File: src/rtl/o_sa_row_collector.sv
// o_sa_row_collector
//   Downstream stage of the systolic-array output column block. The per-column
//   {valid, data} lanes leave the array skewed by one cycle per column. This
//   block removes that skew, assembles each aligned set into one row word,
//   buffers rows in a small first-word-fall-through FIFO and hands them on
//   over a valid/ready handshake. Sticky flags report dropped rows (FIFO full)
//   and partially valid rows.
//
// Build option:
//   O_SA_COLLECT_SKEW_CHECK_EN  defined   : a row needs every aligned valid; a
//                                           partially valid row is discarded
//                                           and sets o_err.
//                               undefined : lane 0's aligned valid alone marks
//                                           a row, other lanes are captured
//                                           as-is, o_err is tied to 0.
//
// Parameters:
//   COL     number of array columns / lanes (>= 1)
//   W_DATA  data bits per lane (lane width W_DATA+1, valid at MSB)
//   DEPTH   row FIFO entries (power of two, >= 2)
//
// Ports:
//   i_clk        clock, rising edge
//   i_rst_n      asynchronous active-low reset
//   i_clr        synchronous clear of o_overflow, o_err, o_row_count
//   i_data       lanes, lane 0 at MSB, each lane {valid, data}
//   i_row_ready  consumer accepts the head row
//   o_row        head row, lane 0 data at MSB (0 while empty)
//   o_row_valid  FIFO non-empty
//   o_row_count  rows written to the FIFO, wraps at 2^16
//   o_overflow   sticky: a complete row was dropped on a full FIFO
//   o_err        sticky: a partially valid aligned row was seen

// Per-lane deskew shift register: STAGES register stages, reset to zero.
module o_sa_row_collector_lane #(
  parameter int LW     = 9,
  parameter int STAGES = 1
) (
  input  logic          i_clk,
  input  logic          i_rst_n,
  input  logic [LW-1:0] i_lane,
  output logic [LW-1:0] o_lane
);

  logic [LW-1:0] sr_q [STAGES];

  always_ff @(posedge i_clk or negedge i_rst_n) begin
    if (!i_rst_n) begin
      for (int s = 0; s < STAGES; s++) sr_q[s] <= '0;
    end else begin
      sr_q[0] <= i_lane;
      for (int s = 1; s < STAGES; s++) sr_q[s] <= sr_q[s-1];
    end
  end

  assign o_lane = sr_q[STAGES-1];

endmodule

module o_sa_row_collector #(
  parameter int COL    = 3,
  parameter int W_DATA = 8,
  parameter int DEPTH  = 4
) (
  input  logic                     i_clk,
  input  logic                     i_rst_n,
  input  logic                     i_clr,
  input  logic [(W_DATA+1)*COL-1:0] i_data,
  input  logic                     i_row_ready,
  output logic [W_DATA*COL-1:0]    o_row,
  output logic                     o_row_valid,
  output logic [15:0]              o_row_count,
  output logic                     o_overflow,
  output logic                     o_err
);

  localparam int LW = W_DATA + 1;
  localparam int RW = W_DATA * COL;
  localparam int AW = $clog2(DEPTH);
  localparam logic [AW:0] FULL_OCC = (AW+1)'(DEPTH);

  // ---------------------------------------------------------------- deskew
  logic [COL-1:0]              al_v;
  logic [COL-1:0][W_DATA-1:0]  al_d;
  logic [RW-1:0]               al_row;

  // Lane i waits COL-i stages so lane 0 (presented first) and lane COL-1
  // (presented last) reach the row-event logic in the same cycle.
  for (genvar i = 0; i < COL; i++) begin : g_lane
    logic [LW-1:0] lane_out;

    o_sa_row_collector_lane #(
      .LW     (LW),
      .STAGES (COL - i)
    ) u_lane (
      .i_clk   (i_clk),
      .i_rst_n (i_rst_n),
      .i_lane  (i_data[LW*(COL-i)-1 -: LW]),
      .o_lane  (lane_out)
    );

    assign al_v[i] = lane_out[W_DATA];
    assign al_d[i] = lane_out[W_DATA-1:0];
    assign al_row[W_DATA*(COL-i)-1 -: W_DATA] = al_d[i];
  end

  // ------------------------------------------------------------- row event
  logic row_full;

`ifdef O_SA_COLLECT_SKEW_CHECK_EN
  logic row_part;
  assign row_full = &al_v;
  assign row_part = (|al_v) & ~row_full;
`else
  // Only lane 0 qualifies a row; the remaining valids are deliberately unused.
  logic unused_vld;
  assign row_full   = al_v[0];
  assign unused_vld = ^al_v;
`endif

  // ------------------------------------------------------------------ FIFO
  logic [RW-1:0] mem_q [DEPTH];
  logic [AW-1:0] wptr_q, wptr_d;
  logic [AW-1:0] rptr_q, rptr_d;
  logic [AW:0]   occ_q, occ_d;
  logic          empty, full, pop, push, drop;

  assign empty = (occ_q == '0);
  assign full  = (occ_q == FULL_OCC);
  assign pop   = ~empty & i_row_ready;
  // A full FIFO still takes a row when the head leaves on the same edge.
  assign push  = row_full & (~full | pop);
  assign drop  = row_full & full & ~pop;

  always_comb begin
    wptr_d = wptr_q;
    rptr_d = rptr_q;
    occ_d  = occ_q;
    if (push) wptr_d = wptr_q + AW'(1);
    if (pop)  rptr_d = rptr_q + AW'(1);
    case ({push, pop})
      2'b10:   occ_d = occ_q + (AW+1)'(1);
      2'b01:   occ_d = occ_q - (AW+1)'(1);
      default: occ_d = occ_q;
    endcase
  end

  always_ff @(posedge i_clk or negedge i_rst_n) begin
    if (!i_rst_n) begin
      wptr_q <= '0;
      rptr_q <= '0;
      occ_q  <= '0;
    end else begin
      wptr_q <= wptr_d;
      rptr_q <= rptr_d;
      occ_q  <= occ_d;
    end
  end

  // Storage needs no reset: nothing is visible until occupancy says so.
  always_ff @(posedge i_clk) begin
    if (push) mem_q[wptr_q] <= al_row;
  end

  assign o_row_valid = ~empty;
  assign o_row       = o_row_valid ? mem_q[rptr_q] : '0;

  // ---------------------------------------------------- counter and flags
  logic [15:0] cnt_q, cnt_d;
  logic        ovf_q, ovf_d;

  // Clear first, then apply this edge's event, so an event coinciding with
  // i_clr survives it.
  always_comb begin
    cnt_d = i_clr ? 16'd0 : cnt_q;
    if (push) cnt_d = cnt_d + 16'd1;
    ovf_d = (ovf_q & ~i_clr) | drop;
  end

  always_ff @(posedge i_clk or negedge i_rst_n) begin
    if (!i_rst_n) begin
      cnt_q <= '0;
      ovf_q <= 1'b0;
    end else begin
      cnt_q <= cnt_d;
      ovf_q <= ovf_d;
    end
  end

  assign o_row_count = cnt_q;
  assign o_overflow  = ovf_q;

`ifdef O_SA_COLLECT_SKEW_CHECK_EN
  logic err_q, err_d;

  assign err_d = (err_q & ~i_clr) | row_part;

  always_ff @(posedge i_clk or negedge i_rst_n) begin
    if (!i_rst_n) err_q <= 1'b0;
    else          err_q <= err_d;
  end

  assign o_err = err_q;
`else
  assign o_err = 1'b0;
`endif

endmodule

File: config.mk
export PLATFORM = sky130hd
export DESIGN_NAME = o_sa_row_collector
export DESIGN_NICKNAME = d
export VERILOG_FILES = /design/src/rtl/o_sa_row_collector.sv
export SDC_FILE = /design/constraint.sdc
export NUM_CORES = 1
export LEC_CHECK = 0
export BUFFER_PORTS_ARGS = -buffer_cell sky130_fd_sc_hd__buf_2
export CORE_UTILIZATION = 30
export DETAILED_ROUTE_END_ITERATION = 7
export SYNTH_ARGS = -nofsm -noshare
export SYNTH_HDL_FRONTEND = slang
export SYNTH_HIERARCHICAL = 1
export SYNTH_SLANG_ARGS = --single-unit
File: constraint.sdc
create_clock -name i_clk -period 6.4 [get_ports i_clk]
set_clock_uncertainty 0.2 [all_clocks]
set_input_delay 0.96 -clock i_clk [delete_from_list [all_inputs] [get_ports i_clk]]
set_output_delay 0.96 -clock i_clk [all_outputs]
set_load 0.1 [all_outputs]
==> results.md, run 1 <==
- Status: complete, no violations
- Worst Path Required: around 5.2 ns
- Max-slew violations: 0
- Row count: between 50 and 60
- Syn avg cell area: ~17 sq um
- CTS tree: yes
- Setup TNS: 0 ns
- Synth Instances: 371
- GRT overflow: 0
- Final core occ: a little over a third
- # diodes: 0
- CTS Buf Count: 17
- Post-CTS Hold Buffers: 0
- Fin crit share: 57.15%
- Clock-pin slew on the worst setup and hold paths: 0.06 ns
- Antenna-violating nets left: 0
- Syn Std Cell Area: 6491 sq um
- Largest net degree at the start of global routing: 76
- RSZ-0062 raised after global routing: no
- Port bufs: 70
- Starting density of the core: around 30%
- Max-cap check violation count: 0
- Synth Warn #: 6
- Post-DR vias/cell: between 4 and 5
- Top Family by Delay on Critical Path: flip-flops
- Core area: between 20000 and 25000 sq um
- CP max FO: 26
- Layout net count: 467
- Crit-path cells: mux4_2 -> and2_1 -> buf_2
- Crit path buffers/inverters: 1
- Mapped Nets: between 400 and 500
- I/O pin total: 74
- Drt first pass iters: 4
- Post-CTS sizing: 0
- Detailed Place HPWL: 6.821 mm
- GP Congestion: between 0.7 and 0.8
- Worst slew pin tran: roughly 1 ns
- Final wirelength: 11.42 mm
- FILL cells: between 2000 and 2500
- Area grow syn2layout: 16.56%
- All-Layer GR Usage: approximately 12%
- Full die area: around 22000 sq um
- Final min period: between 3 and 4 ns
- Vias in the first global route: between 3000 and 4000
- Crit path capture type: primary output
- Clock buffer depth: 2
- Top achievable clock speed: ~270 MHz
- First-pass GRT wire length: between 15 and 20 mm
- Post-CTS Setup Bufs: 0
- Worst EP arrival: between 2 and 3 ns
- Worst-Skew Late Latency: between 0.4 and 0.5 ns
- Layout cells sized above 1: between 30% and 40%
- Setup Viol. Count Final: 0
- DRC viols: 0
- Slew headroom: about 34%
- Initial antenna violation count: 0
- Final Hold Vio Count: 0
- DR WL/cell: ~16 um
- H-tree depth: 4
- WHS: 0.1479 ns
- Die span in x: around 150 um
- Die height: 149.1 um
- DR iter-0 viols: 140
- Critical Path Max Stage Delay: just under 1 ns
- Design area: approximately 7600 sq um
- Hold crit path type: reg2reg
- Root Driver: clkbuf_16
- Type of origin of the critical path: register
- Crit path kind: reg2out
- R2R setup slack: 3.40 ns
- CP max stage cell: dfrtp_2
- Area after DPL: about 7000 sq um
- Clock sinks: ~170
- Vias: around 3200
-- per-stage QoR --
stage | std cells | setup slack (ns)
floorplan | 371 | 2.584
global placement | 686 | 3.121
detailed placement | 686 | 3.093
CTS | 718 | 2.633
global route | 718 | 2.532
finish | 718 | 2.742
-- cells in the final DEF (no fill, tap or decap), types with 4 or more instances in the layout --
cell,instances
nor2_1,10
clkbuf_16,17
xnor2_1,8
inv_1,9
buf_4,6
and2_1,25
edfxtp_1,96
clkinvlp_4,4
and3_1,5
o21ai_0,7
nand2_1,6
nor2b_1,8
mux4_2,24
buf_2,69
ha_1,5
a21oi_1,5
dfrtp_1,74
nand3_1,9
-- per-layer routing --
metal	global-route usage, %	vias to the layer above	routed length [um]
li1	-	1457	-
met1	14.06	1663	4989
met2	19.05	68	5797
met3	3.486	17	441
met4	4.643	0	189
met5	0	-	0
-- worst paths after layout --
path | cells after the start | from | endpoint
setup / recovery | 3 | rptr_q[0]$_DFFE_PN0N_ | o_row[3]
hold / removal | 0 | g_lane[0].u_lane/sr_q[9]$_DFF_PN0_ | g_lane[0].u_lane/o_lane[0]$_DFF_PN0_
max in group asynchronous | 1 | i_rst_n | rptr_q[0]$_DFFE_PN0N_
setup reg to reg | 8 | occ_q[0]$_DFFE_PN0P_ | occ_q[1]$_DFFE_PN0P_
min in group asynchronous | 1 | i_rst_n | o_row_count[8]$_DFF_PN0_
hold reg to reg | 0 | g_lane[0].u_lane/sr_q[9]$_DFF_PN0_ | g_lane[0].u_lane/o_lane[0]$_DFF_PN0_
-- state kept, by name, indices dropped and copies added (netlist names) --
signal,count
o_row_count,16
occ_q,3
rptr_q,2
g_lane.u_lane/sr_q,26
g_lane.u_lane/o_lane,25
wptr_q,2
o_overflow,1
mem_q,96
-- area by class of cell --
class	instances	area (sq um)	share of cell area [%]
Inverter	9	33.78	0.4465
Tap cell	275	344.1	4.548
Clock inverter	13	117.6	1.554
Sequential cell	171	4761	62.92
Multi-Input combinational cell	156	1476	19.51
Clock buffer	19	442.9	5.854
Timing Repair Buffer	75	390.4	5.160
Power of run 1 is left out: the tool's default activity adds up to more than one toggle a clock period on the data nets, which glitch-free logic cannot reach.
==> run 2: changes to the inputs <==
Clock period 6.4 ns to 3.72 ns, I/O delays scaled along.
==> results.md, run 2 (same netlist as run 1, synthesis figures left out) <==
- Status: complete, no violations
- Min setup slack post-route: 0.6760 ns (-2.066 ns)
- CTS Buf Count: 17 (unchanged)
- Commonest non-fill, non-tap cell in the layout: edfxtp_1
- Initial antenna violation count: 0 (unchanged)
- Slew headroom: 34.22% (+0.66 points)
- GP Congestion: 0.7332 (+0.67%)
- All-Layer GR Usage: 11.69% (+0.15 points)
- DR WL/cell: 16.34 um (+2.7%)
- Layout net count: 468 (+0.21%)
- CP max FO: 16 (-38%)
- Die height: 149.1 um (unchanged)
- Antenna-violating nets left: 0 (unchanged)
- Type of origin of the critical path: register
- Post-CTS sizing: 0 (unchanged)
- Starting density of the core: 30.78% (unchanged)
- Met3 usage: 3.976% (+0.49 points)
- RSZ-0062 raised after global routing: no
- FILL cells: 2002 (+0.050%)
- Biggest register: mem_q
- Final wirelength: 11.75 mm (+2.9%)
- GRT met2 Usage: 19.47% (+0.42 points)
- Drt first pass iters: 4 (unchanged)
- Worst Path Required: 2.96 ns (-2.28 ns)
- Root Driver: clkbuf_16
- Row count: 53 (unchanged)
- Worst slew pin tran: 0.9867 ns (-0.009903 ns)
- Hold crit path type: in2reg
- Clock-pin slew on the worst setup and hold paths: 0.07 ns (about the same)
- # diodes: 0 (unchanged)
- R2R setup slack: 0.72 ns (-2.68 ns)
- Worst EP arrival: 2.29 ns (-0.21 ns)
- GRT overflow: 0 (unchanged)
- Largest net degree at the start of global routing: 76 (unchanged)
- R2r startpoint: occ_q[0]$_DFFE_PN0P_
- Clock buffer depth: 2 (unchanged)
- Max reg flops: 96 (unchanged)
- Worst r2r path cells: 8 (unchanged)
- Final Hold Vio Count: 0 (unchanged)
- H-tree depth: 4 (unchanged)
- Hold Crit Endpoint: g_lane[0].u_lane/sr_q[26]$_DFF_PN0_
- Detailed Place HPWL: 6.887 mm (+0.97%)
- Layout cells sized above 1: 32.66% (+0.60 points)
- Full die area: 22230 sq um (unchanged)
- Fin crit share: about four fifths
- Placement Setup Slack: 0.7776 ns (-2.316 ns)
- Post-CTS Setup Bufs: 0 (unchanged)
- Port bufs: 70 (unchanged)
- HP Start: i_data[26]
- Post-CTS Hold Buffers: 0 (unchanged)
- Die span in x: 149.1 um (unchanged)
- Vias in the first global route: 3562 (+0.20%)
- First-pass GRT wire length: 18.95 mm (+0.48%)
- Crit path kind: reg2out
- Setup TNS: 0 ns (unchanged)
- Top achievable clock speed: about 330 MHz
- Max-cap check violation count: 0 (unchanged)
- Crit path capture type: primary output
- Setup Viol. Count Final: 0 (unchanged)
- Routing usage on met1: 13.70% (-0.36 points)
- Most frequent cells in the layout: edfxtp_1, dfrtp_1, buf_2
- Clock sinks: 171 (unchanged)
- DRC viols: 0 (unchanged)
- Max-slew violations: 0 (unchanged)
- Most used routing layer: met2
- Hold Crit Depth: 1 (+1)
- I/O pin total: 74 (unchanged)
- Vias: 3195 (-0.31%)
- Post-DR vias/cell: 4.444 (-0.45%)
- Final min period: ~3.0 ns
- Reg2Reg Capture Point: occ_q[1]$_DFFE_PN0P_
- CTS tree: yes
- Core area: 21090 sq um (unchanged)
- Worst-Skew Late Latency: 0.43 ns (about the same)
- DR iter-0 viols: 172 (+23%)
- Area grow syn2layout: 17.85%
run 2: cell types whose count changed in the layout (fill, tap and decap cells not counted), moves of 2 or more:
cell        delta
clkbuf_16      +4
clkinvlp_4     -3
clkinv_2       -2
inv_4          +2
run 2: layout make-up:
| class | instances | area, sq um | area share (%) |
|---|---|---|---|
| clock buffers | 24 | 560.5 | 7.327 |
| clock inverters | 8 | 63.81 | 0.8342 |
| inverters | 9 | 33.78 | 0.4416 |
| multi-input cells | 156 | 1476 | 19.30 |
| flip-flops and latches | 171 | 4761 | 62.23 |
| well taps | 275 | 344.1 | 4.498 |
| repair buffers | 76 | 410.4 | 5.365 |
run 2: worst max path at each step:
stage | startpoint | end | slack (ns) | cells after the start
floorplan | occ_q[1]$_DFFE_PN0P_ | o_row[14] | 0.31 | 4
global placement | occ_q[0]$_DFFE_PN0P_ | occ_q[1]$_DFFE_PN0P_ | 0.80 | 8
detailed placement | occ_q[0]$_DFFE_PN0P_ | occ_q[1]$_DFFE_PN0P_ | 0.78 | 8
CTS | rptr_q[0]$_DFFE_PN0N_ | o_row[3] | 0.62 | 4
global route | occ_q[2]$_DFFE_PN0P_ | occ_q[1]$_DFFE_PN0P_ | 0.49 | 8
finish | rptr_q[0]$_DFFE_PN0N_ | o_row[3] | 0.68 | 4
run 2: stage by stage:
step                hold WS (ns)  util, %  std cells  cell area, sq um
CTS                      0.01192    36.28        719              7650
global placement          0.1336    33.32        687              7025
global route            0.007428    36.28        719              7650
detailed placement        0.1347    33.32        687              7025
finish                   0.03158    36.28        719              7650
floorplan                0.06241        -        371              6491
run 2: layer usage:
layer	wire length, um	vias to the layer above	share of wire (%)
met2	5985	75	51
met5	0	-	0
met1	4976	1643	42
li1	-	1461	-
met3	609	16	5.2
met4	175	0	1.5
run 2: worst max-delay path, stage by stage (launching register included):
cell and delay [ns]:
dfrtp_2 0.60, buf_12 0.25, mux4_2 0.51, and2_1 0.20
buf_2 0.30
Power of run 2 is left out for the same reason.
==> run 3: changes to the inputs <==
Settings changed: ABC_AREA set to 1.
Clock period 3.72 ns to 2.57 ns, I/O delays scaled along.
==> results.md, run 3 <==
- Status: complete, no violations
- Type of origin of the critical path: register
- Top Family by Delay on Critical Path: buffers and inverters
- Crit path capture type: primary output
- DR iter-0 viols: 178 (+3.5%)
- Drt first pass iters: 5 (+1)
- Crit-path cells: clkinvlp_4 -> buf_4 -> buf_4 -> nor2_1 -> o21ai_0 -> a21oi_4 -> buf_12
- Most common cell on crit path: buf_4
- CTS tree: yes
- Reg2Reg Capture Point: occ_q[2]$_DFFE_PN0P_
- RSZ-0062 raised after global routing: no
- Layout cells sized above 1: 25.67% (-7.0 points)
- First-pass GRT wire length: 21.00 mm (+11%)
- DR WL/cell: 13.66 um (-16%)
- Root Driver: clkbuf_16
- Max-slew violations: 0 (unchanged)
- Starting density of the core: 30.56% (-0.22 points)
- H-tree depth: 4 (unchanged)
- CTS Buf Count: 17 (unchanged)
- Hold crit path type: in2reg
- Worst EP arrival: 1.89 ns (-0.40 ns)
- CP Depth: 7 (+3)
- Clock-pin slew on the worst setup and hold paths: 0.06 ns (about the same)
- Setup Viol. Count Final: 0 (unchanged)
- Post-DR vias/cell: 4.288 (-3.5%)
- Port bufs: 70 (unchanged)
- Max reg flops: 96 (unchanged)
- GP Congestion: 0.8390 (+14%)
- Full die area: 22830 sq um (+2.7%)
- Final wirelength: 13.00 mm (+11%)
- Die height: 151.1 um (+1.3%)
- Commonest non-fill, non-tap cell in the layout: nor2_1
- WHS: 0.1288 ns (+0.09719 ns)
- Antenna-violating nets left: 0 (unchanged)
- Initial antenna violation count: 2 (+2)
- Final core occ: 40.31% (+4.0 points)
- Largest net degree at the start of global routing: 46 (-39%)
- Biggest register: mem_q
- Mapped Nets: 597 (+46%)
- Vias in the first global route: 4098 (+15%)
- R2r startpoint: occ_q[0]$_DFFE_PN0P_
- DRC viols: 0 (unchanged)
- Crit path kind: reg2out
- I/O pin total: 74 (unchanged)
- Syn Std Cell Area: 6669 sq um (+2.7%)
- Layout net count: 694 (+48%)
- Synth Instances: 560 (+51%)
- Critical Path Max Stage Delay: 0.39 ns (-0.21 ns)
- Worst r2r path cells: 10 (+2)
- Clock sinks: 171 (unchanged)
- All-Layer GR Usage: 12.47% (+0.78 points)
- Synth Warn #: 6 (unchanged)
- Die span in x: 151.1 um (+1.3%)
- Core area: 21820 sq um (+3.5%)
- Final Hold Vio Count: 0 (unchanged)
- Final min period: around 2.5 ns
- Critical path destination: o_row[19]
- Setup TNS: 0 ns (unchanged)
- CP max stage cell: dfrtp_1
- R2R setup slack: 0.65 ns (-0.07 ns)
- Max-cap check violation count: 0 (unchanged)
- Detailed Place HPWL: 7.992 mm (+16%)
- Worst Path Required: 1.98 ns (-0.98 ns)
- Vias: 4082 (+28%)
- Crit path buffers/inverters: 4 (+2)
- Top achievable clock speed: slightly above 400 MHz
- Area grow syn2layout: 31.89%
- Syn avg cell area: 11.91 sq um (-32%)
- Row count: 54 (+1.9%)
- GRT overflow: 0 (unchanged)
- Most frequent cells in the layout: nor2_1, edfxtp_1, dfrtp_1
- Worst-Skew Late Latency: 0.42 ns (about the same)
- Fin crit share: ~96%
- Setup crit start: rptr_q[1]$_DFFE_PN0N_
- CP max FO: 5 (-11)
- Clock buffer depth: 2 (unchanged)
-- run 3: routing by layer --
layer	GRT usage, %	wire length (um)	part of all wire (%)	up-vias
met4	5.250	190	1.5	0
met2	21.22	6486	50	73
met5	0	0	0	-
li1	-	-	-	2027
met1	15.13	5857	45	1968
met3	2.892	466	3.6	14
-- run 3: cell type report --
cell class,count,area (sq um)
repair buffers,118,1234
well taps,280,350.3
fillers,2023,13030
clock buffers,19,442.9
diodes,2,5.005
flip-flops and latches,171,4761
inverters,38,156.4
clock inverters,13,116.4
multi-input cells,311,1730
-- run 3: what timing repair did --
| action | CTS | global route |
|---|---|---|
| hold buffers | 26 | 0 |
| buffers inserted | 3 | 3 |
| pin swaps | 0 | 1 |
| setup endpoints to repair | 16 | 22 |
| gates resized for setup | 3 | 7 |
| endpoints found under the hold margin | 55 | 0 |
-- run 3: tightest hold or removal path, delay by kind of cell --
kind	cells	cell delay, ns
buffers and inverters	2	0.14
AND/OR/NAND/NOR	1	0.10
AO/OA/AOI/OAI	1	0.08
-- run 3: through the flow --
stage	area (sq um)	setup slack, ns	cells
6_report	8796	0.09294	952
5_1_grt	8796	0.0001374	952
4_1_cts	8750	0.0009988	947
3_5_place_dp	7896	0.3795	886
3_3_place_gp	7896	0.3865	886
2_1_floorplan	6887	-0.4794	560
-- run 3: worst min-delay path by stage --
stage,startpoint,endpoint,slack [ns],cells past startpoint
final,i_row_ready,o_overflow$_DFF_PN0_,0.13,4
after global routing,g_lane[0].u_lane/sr_q[14]$_DFF_PN0_,g_lane[0].u_lane/o_lane[5]$_DFF_PN0_,0.15,0
after CTS,i_row_ready,o_overflow$_DFF_PN0_,0.13,4
after detailed placement,g_lane[0].u_lane/sr_q[16]$_DFF_PN0_,g_lane[0].u_lane/o_lane[7]$_DFF_PN0_,0.13,0
after global placement,g_lane[0].u_lane/sr_q[26]$_DFF_PN0_,g_lane[0].u_lane/sr_q[17]$_DFF_PN0_,0.13,0
after floorplan,i_rst_n,g_lane[0].u_lane/o_lane[0]$_DFF_PN0_,-0.11,0
Power of run 3 is left out for the same reason.
